<file path="config.mk">
export PLATFORM = sky130hd
export DESIGN_NAME = s2_seq_ctrl
export DESIGN_NICKNAME = d
export VERILOG_FILES = /design/src/rtl/s2_ctrl_pkg.sv /design/src/rtl/s2_word_cnt.sv /design/src/rtl/s2_seq_ctrl.sv
export SDC_FILE = /design/constraint.sdc
export NUM_CORES = 1
export LEC_CHECK = 0
export BUFFER_PORTS_ARGS = -buffer_cell sky130_fd_sc_hd__buf_2
export CAP_MARGIN = 10
export CORE_MARGIN = 4
export CORE_UTILIZATION = 49
export DETAILED_ROUTE_END_ITERATION = 6
export GPL_ROUTABILITY_DRIVEN = 0
export PLACE_DENSITY = 0.8
export SLEW_MARGIN = 20
export SYNTH_ARGS = -nofsm -noshare
export SYNTH_HDL_FRONTEND = slang
export SYNTH_HIERARCHICAL = 1
export SYNTH_SLANG_ARGS = --single-unit
</file>
<file path="constraint.sdc">
create_clock -name clk -period 1.6 [get_ports clk]
set_input_delay 0.08 -clock clk [delete_from_list [all_inputs] [get_ports clk]]
set_output_delay 0.08 -clock clk [all_outputs]
set_load 0.005 [all_outputs]
</file>
<file path="src/rtl/s2_ctrl_pkg.sv">
// Shared types and defaults for the s2 byte-serialiser sequencer.
package s2_ctrl_pkg;

  localparam int CNT_W = 4;

  typedef enum logic [2:0] {
    S_IDLE = 3'd0,
    S_LOAD = 3'd1,
    S_SEL0 = 3'd2,
    S_OUT0 = 3'd3,
    S_SEL1 = 3'd4,
    S_OUT1 = 3'd5,
    S_DONE = 3'd6
  } state_t;

endpackage

</file>
<file path="src/rtl/s2_word_cnt.sv">
// Word counter: cleared when a burst starts, bumped per emitted word.
module s2_word_cnt #(
  parameter int W = 4
) (
  input  logic         clk,
  input  logic         reset,
  input  logic         clr,
  input  logic         inc,
  output logic [W-1:0] cnt
);

  always_ff @(posedge clk or posedge reset) begin
    if (reset) begin
      cnt <= '0;
    end else if (clr) begin
      cnt <= '0;
    end else if (inc) begin
      cnt <= cnt + 1'b1;
    end
  end

endmodule

</file>
<file path="src/rtl/s2_seq_ctrl.sv">
// Sequencer driving s2 pl/sel/plr so each 16-bit word leaves
// as two handshaked bytes.
module s2_seq_ctrl #(
  parameter int CNT_W = s2_ctrl_pkg::CNT_W
) (
  input  logic             clk,
  input  logic             reset,
  input  logic             start,
  input  logic [CNT_W-1:0] burst_len,
  input  logic             msb_first,
  input  logic             in_valid,
  output logic             in_ready,
  output logic             out_valid,
  input  logic             out_ready,
  output logic             pl,
  output logic             sel,
  output logic             plr,
  output logic             busy,
  output logic             done,
  output logic [CNT_W-1:0] word_cnt
);

  import s2_ctrl_pkg::*;

  state_t           state;
  state_t           state_n;
  logic [CNT_W-1:0] len_q;
  logic             msb_q;
  logic             cnt_clr;
  logic             cnt_inc;
  logic             last;

  assign cnt_clr = (state == S_IDLE) && start;
  assign cnt_inc = (state == S_OUT1) && out_ready;
  // length 0 means a full wrap, which the modulo compare gives for free
  assign last    = CNT_W'(word_cnt + 1'b1) == len_q;
  assign busy    = (state != S_IDLE);

  always_ff @(posedge clk or posedge reset) begin
    if (reset) begin
      state <= S_IDLE;
      len_q <= '0;
      msb_q <= 1'b0;
    end else begin
      state <= state_n;
      if (cnt_clr) begin
        len_q <= burst_len;
        msb_q <= msb_first;
      end
    end
  end

  always_comb begin
    state_n   = state;
    in_ready  = 1'b0;
    pl        = 1'b0;
    sel       = 1'b0;
    plr       = 1'b0;
    out_valid = 1'b0;
    done      = 1'b0;
    unique case (state)
      S_IDLE: begin
        if (start) state_n = S_LOAD;
      end
      S_LOAD: begin
        in_ready = 1'b1;
        pl       = in_valid;
        if (in_valid) state_n = S_SEL0;
      end
      S_SEL0: begin
        plr     = 1'b1;
        sel     = msb_q;
        state_n = S_OUT0;
      end
      S_OUT0: begin
        out_valid = 1'b1;
        sel       = msb_q;
        if (out_ready) state_n = S_SEL1;
      end
      S_SEL1: begin
        plr     = 1'b1;
        sel     = ~msb_q;
        state_n = S_OUT1;
      end
      S_OUT1: begin
        // sel held so it only moves on entry to SEL0/SEL1
        out_valid = 1'b1;
        sel       = ~msb_q;
        if (out_ready) state_n = last ? S_DONE : S_LOAD;
      end
      S_DONE: begin
        done    = 1'b1;
        state_n = S_IDLE;
      end
      default: state_n = S_IDLE;
    endcase
  end

  s2_word_cnt #(.W(CNT_W)) u_cnt (
    .clk   (clk),
    .reset (reset),
    .clr   (cnt_clr),
    .inc   (cnt_inc),
    .cnt   (word_cnt)
  );

endmodule
</file>
Word level (Yosys, flattened, before mapping)
Index checks and enable logic that the tools add are counted.
{"block": "totals", "reg_bits": 12, "out_inout_bits": 11}
{"block": "op_classes", "n_bitwise": 1, "reduce_logical": 10, "mux": 14, "n_eq_ne": 11, "addsub": 1}
{"cell": "$pmux 3 s6", "n": 1}
{"cell": "$mux 3", "n": 5}
{"cell": "$eq 3x3->1 const B", "n": 3}
{"cell": "$mux 4", "n": 2}
{"cell": "$ne 2x2->1 const B", "n": 4}
{"cell": "$reduce_or 2->1", "n": 4}
{"cell": "$eq 3x2->1 const B", "n": 2}
{"cell": "$mux 1", "n": 5}
{"cell": "$add 4x1->4 const B", "n": 1}
{"cell": "$eq 4x4->1", "n": 1}
{"cell": "$reduce_and 4->1", "n": 1}
{"cell": "$eq 3x1->1 const B", "n": 1}
{"cell": "$logic_not 3->1", "n": 1}
{"cell": "$reduce_bool 3->1", "n": 1}
{"cell": "$logic_and 1x1->1", "n": 2}
{"cell": "$pmux 1 s2", "n": 1}
{"cell": "$reduce_bool 2->1", "n": 1}
{"cell": "$not 1->1", "n": 1}

Depth between registers and ports, before layout
{"block": "depth", "depth_word": 5, "depth_mapped": 5, "depth_no_buf": 5}

Modules after synthesis
Netlist, hierarchy kept.
{"module": "s2_seq_ctrl", "area_per_inst_um2": 538.0, "n_inst": 1, "cells_each": 51}
{"module": "s2_word_cnt", "area_per_inst_um2": 196.4, "n_inst": 1, "cells_each": 17}

Least setup slack after synthesis
Ideal clock, no wire load.
{"block": "synth_path", "path_kind": "register -> register", "start": "register u_cnt.cnt[0]", "end": "register state[0]", "setup_time_ns": 0.126, "path_stages_with_launch": 6, "path_buffers": 0, "slack_ns": 0.105, "required_time_ns": 1.474, "period_less_slack_ns": 1.495, "t_arrival_ns": 1.369, "cell_sequence": "dfrtp_1 ha_1 xor3_1 nor3_1 nor2b_1 o21ai_0"}
{"block": "synth_via", "elab_chain_len": 5}
{"item": "start, declared", "line": "s2_word_cnt.sv:9", "text": "output logic [W-1:0] cnt"}
{"item": "start signal, assigned", "line": "s2_word_cnt.sv:18", "text": "cnt <= cnt + 1'b1;"}
{"item": "$add 4x1->4", "line": "s2_seq_ctrl.sv:36", "text": "assign last = CNT_W'(word_cnt + 1'b1) == len_q;"}
{"item": "$eq 4x4->1", "line": "s2_seq_ctrl.sv:36"}
{"item": "$mux 3 (2 in series)", "line": "s2_seq_ctrl.sv:89", "text": "if (out_ready) state_n = last ? S_DONE : S_LOAD;"}
{"item": "$pmux 3 s6", "line": "s2_seq_ctrl.sv:61", "text": "unique case (state)"}
{"item": "end signal, assigned", "line": "s2_seq_ctrl.sv:45", "text": "state <= state_n;"}
{"item": "end, declared", "line": "s2_seq_ctrl.sv:25", "text": "state_t state;"}
No other way between the ends. The select of a mux whose other input is x is not followed.
A chain may end at the register's enable or synchronous reset.

Worst setup path in the final report
{"block": "layout_path", "start": "register state[1]", "end": "register len_q[2]"}
{"block": "layout_via", "elab_chain_len": 2}
{"item": "$logic_not 3->1", "line": "s2_seq_ctrl.sv:33", "text": "assign cnt_clr = (state == S_IDLE) && start;"}
{"item": "$logic_and 1x1->1", "line": "s2_seq_ctrl.sv:33"}
{"item": "named net cnt_clr", "line": "s2_seq_ctrl.sv:29", "text": "logic cnt_clr;"}
{"item": "end signal, assigned", "line": "s2_seq_ctrl.sv:47", "text": "len_q <= burst_len;"}
{"item": "end, declared", "line": "s2_seq_ctrl.sv:27", "text": "logic [CNT_W-1:0] len_q;"}
The timed path passes the listed nets, and every way through them passes these cells.

==> flow_metrics.env <==
export IMPL_ios=21
export IMPL_drt_iter0_markers=12
export IMPL_clock_skew_final_ps=1.26
export IMPL_clock_sinks=12
export IMPL_syn_area_per_cell_um2=10.8
export IMPL_vias_per_cell=5.38
export IMPL_clk_pin_slew_worst_paths_ps=70
export IMPL_htree_levels=1
export IMPL_synthAdderAreaFrac_pct=3.41
export IMPL_fin_crit_sh_pct=93.4
export IMPL_grt_pass1_vias=632
export IMPL_synth_cell_types=31
export IMPL_yosysWarnings=6
export IMPL_setup_violations_final=0
export IMPL_drt_total_wl_mm=1.56
export IMPL_wl_met1_um=645
export IMPL_drc=0
export IMPL_critPathSlowestCell="dfrtp_1"
export IMPL_critPathLaunchType="flip-flop"
export IMPL_fp_dieW_um=46.7
export IMPL_antenna_cells=0
export IMPL_place_ws_ps=108
export IMPL_synth_compound_area_share_pct=9.88
export IMPL_critPathKind="reg -> reg"
export IMPL_synth_area_leader_cell="dfrtp_1"
export IMPL_cp_required_ps=1750
export IMPL_postSynthCellCount=68
export IMPL_slew_headroom_pct=77.9
export IMPL_wl_met2_um=834
export IMPL_cap_violations=0
export IMPL_rows=13
export IMPL_ir_drop_mv=0.923
export IMPL_initial_core_util_pct=54.4
export IMPL_cts_buffer_depth=2
export IMPL_synth_area_leaders="dfrtp_1, mux2_2, xnor2_1"
export IMPL_ant_nets=0
export IMPL_grt_max_degree=11
export IMPL_crit_path_cell_trace="or3_4 > nor2_8 > mux2_2"
export IMPL_min_delay_path_class="in -> reg"
export IMPL_reg2reg_setup_slack_ps=110
export IMPL_period_needed_ps=1490
export IMPL_end_kind="flip-flop"
export IMPL_final_common_cell="buf_2"
export IMPL_slowest_delay_ps=420
export IMPL_root_buffer="clkbuf_4"
export IMPL_syn_area_um2=734
export IMPL_wl_per_cell_um=13.9
export IMPL_worst_pin_slew_ps=331
export IMPL_fillCellCount=121
export IMPL_antenna_found_initial=0
export IMPL_cellLeakagePower_nw=0.483
export IMPL_layout_common_cells="buf_2, dfrtp_1, nor2_1, buf_4, mux2_2"
export IMPL_cts_tree="done"
export IMPL_synthXorXnorAreaFrac_pct=9.20
export IMPL_place_area_um2=893
export IMPL_crit_family="simple AND/OR/NAND/NOR gates"
export IMPL_dieArea_mm2=0.00218
export IMPL_syn_nets=80
export IMPL_die_h_um=46.7
export IMPL_synth_edf_count=0
export IMPL_dp_hpwl_mm=1.29
export IMPL_worst_path_buf_inv=0
export IMPL_grt_pass1_wl_mm=2.75
export IMPL_nets=111
export IMPL_synthArstFlopShare_pct=100
export IMPL_dr_wl_met3_um=79
export IMPL_synth_seq_area_share_pct=40.9
export IMPL_port_buffers=20
export IMPL_netlist_area_leader_share_pct=40.9
export IMPL_powerDensity_mw_per_mm2=1800
export IMPL_dp_cells=108
export IMPL_status="complete, no violations"
export IMPL_core_area_mm2=0.00135
export IMPL_grt_usage_pct=18.0
export IMPL_setup_tns_ps=0
export IMPL_synthFlopType="dfrtp_1"
export IMPL_drtPass1Iterations=3
export IMPL_vias=603
export IMPL_gr_total_overflow=0
export IMPL_yosys_area_share_simple_pct=22.0
export IMPL_hold_viol=0
export IMPL_worst_slack_ps=106
export IMPL_syn_to_final_growth_pct=26.7
export IMPL_worstPathArrival_ps=1640
export IMPL_drive_above_1_share_pct=42.3
export IMPL_drv_slew=0
export IMPL_clock_latency_ps=260
export IMPL_synth_seq_cells=12
export IMPL_fmax_mhz=669
export IMPL_maxUsedRoutingLayer="met3"
export IMPL_synth_mux_area_share_pct=12.4
export IMPL_path_max_fanout=10
export IMPL_synth_top_family_by_area="simple AND/OR/NAND/NOR gates"
export IMPL_rsz0062_at_grt="no"
export IMPL_cts_inserted_buffers=3
export IMPL_final_cell_area_um2=931
export IMPL_stdcell_count=112
-- kinds of logic (layout without fill, tap and decap cells) --
kind of cell | count (synthesis) | count (layout)
muxes | 8 | 8
and+or+nand+nor | 26 | 26
adders and majority gates | 2 | 2
DFF | 12 | 12
AOI/OAI and AO/OA | 10 | 10
xor gates and xnor gates | 6 | 6
buffers and inverters | 4 | 33
-- routing by layer --
| metal | vias to the layer above | global-route usage [%] |
|---|---|---|
| met1 | 293 | 22.2 |
| li1 | 299 | - |
| met4 | 0 | 3.31 |
| met5 | - | 0 |
| met2 | 11 | 31.0 |
| met3 | 0 | 5.86 |
-- worst register-to-register path, cell delays in order (launching register included) --
cell and delay, ps:
dfrtp_1 420, or3_4 420, nor2_8 180, mux2_2 360
-- layout make-up --
type	count	area [um2]	share of cell area, %
multi-input cells	52	423	45.4
flip-flops and latches	12	300	32.3
repair buffers	27	155	16.7
clock buffers	3	22.5	2.42
well taps	15	18.8	2.02
inverters	3	11.3	1.21
-- report_power, final --
part	total, mW	switching (mW)	internal (mW)
Clock	0.179	0.0917	0.0869
Combinational	0.969	0.444	0.525
Sequential	0.525	0.0924	0.432
Total	1.67	0.628	1.04
-- worst paths after layout --
path	from	end	depth (start not counted)
setup / recovery	state[1]$_DFFE_PP0P_	len_q[2]$_DFFE_PP0P_	3
hold / removal	burst_len[3]	len_q[3]$_DFFE_PP0P_	2
hold reg to reg	msb_q$_DFFE_PP0P_	msb_q$_DFFE_PP0P_	1
max in group asynchronous	reset	state[2]$_DFFE_PP0P_	3
setup reg to reg	state[1]$_DFFE_PP0P_	len_q[2]$_DFFE_PP0P_	3
min in group asynchronous	reset	u_cnt/cnt[3]$_DFFE_PP0P_	3
-- sequential cells by signal, indices dropped and copies added, names as in the netlist --
register   cells
len_q          4
state          3
msb_q          1
u_cnt/cnt      4
-- cells in the mapped netlist (all sizes together), types with 2 or more instances --
| library cell | number |
|---|---|
| mux2 | 6 |
| nor2 | 7 |
| a21oi | 2 |
| nand2b | 4 |
| nand2 | 3 |
| nand3b | 2 |
| inv | 3 |
| xor2 | 2 |
| ha | 2 |
| dfrtp | 12 |
| o21ai | 2 |
| nor2b | 3 |
| mux2i | 2 |
| xnor2 | 3 |
-- what timing repair did --
item,4_1_cts,5_1_grt
hold buffers,1,0
resized for setup,0,1
setup endpoints to repair,0,3
endpoints found under the hold margin,12,0
setup buffers,0,0
-- metrics by stage --
stage               power [mW]  utilization, %  hold slack [ps]
floorplan                 1.14               -             -154
global route              1.82            69.0             31.1
finish                    1.67            69.0             45.4
CTS                       1.67            68.6             39.1
detailed placement        1.48            66.2            -13.9
global placement          1.43            66.2            -29.2
Note: power is estimated with default switching activity, not from simulation.
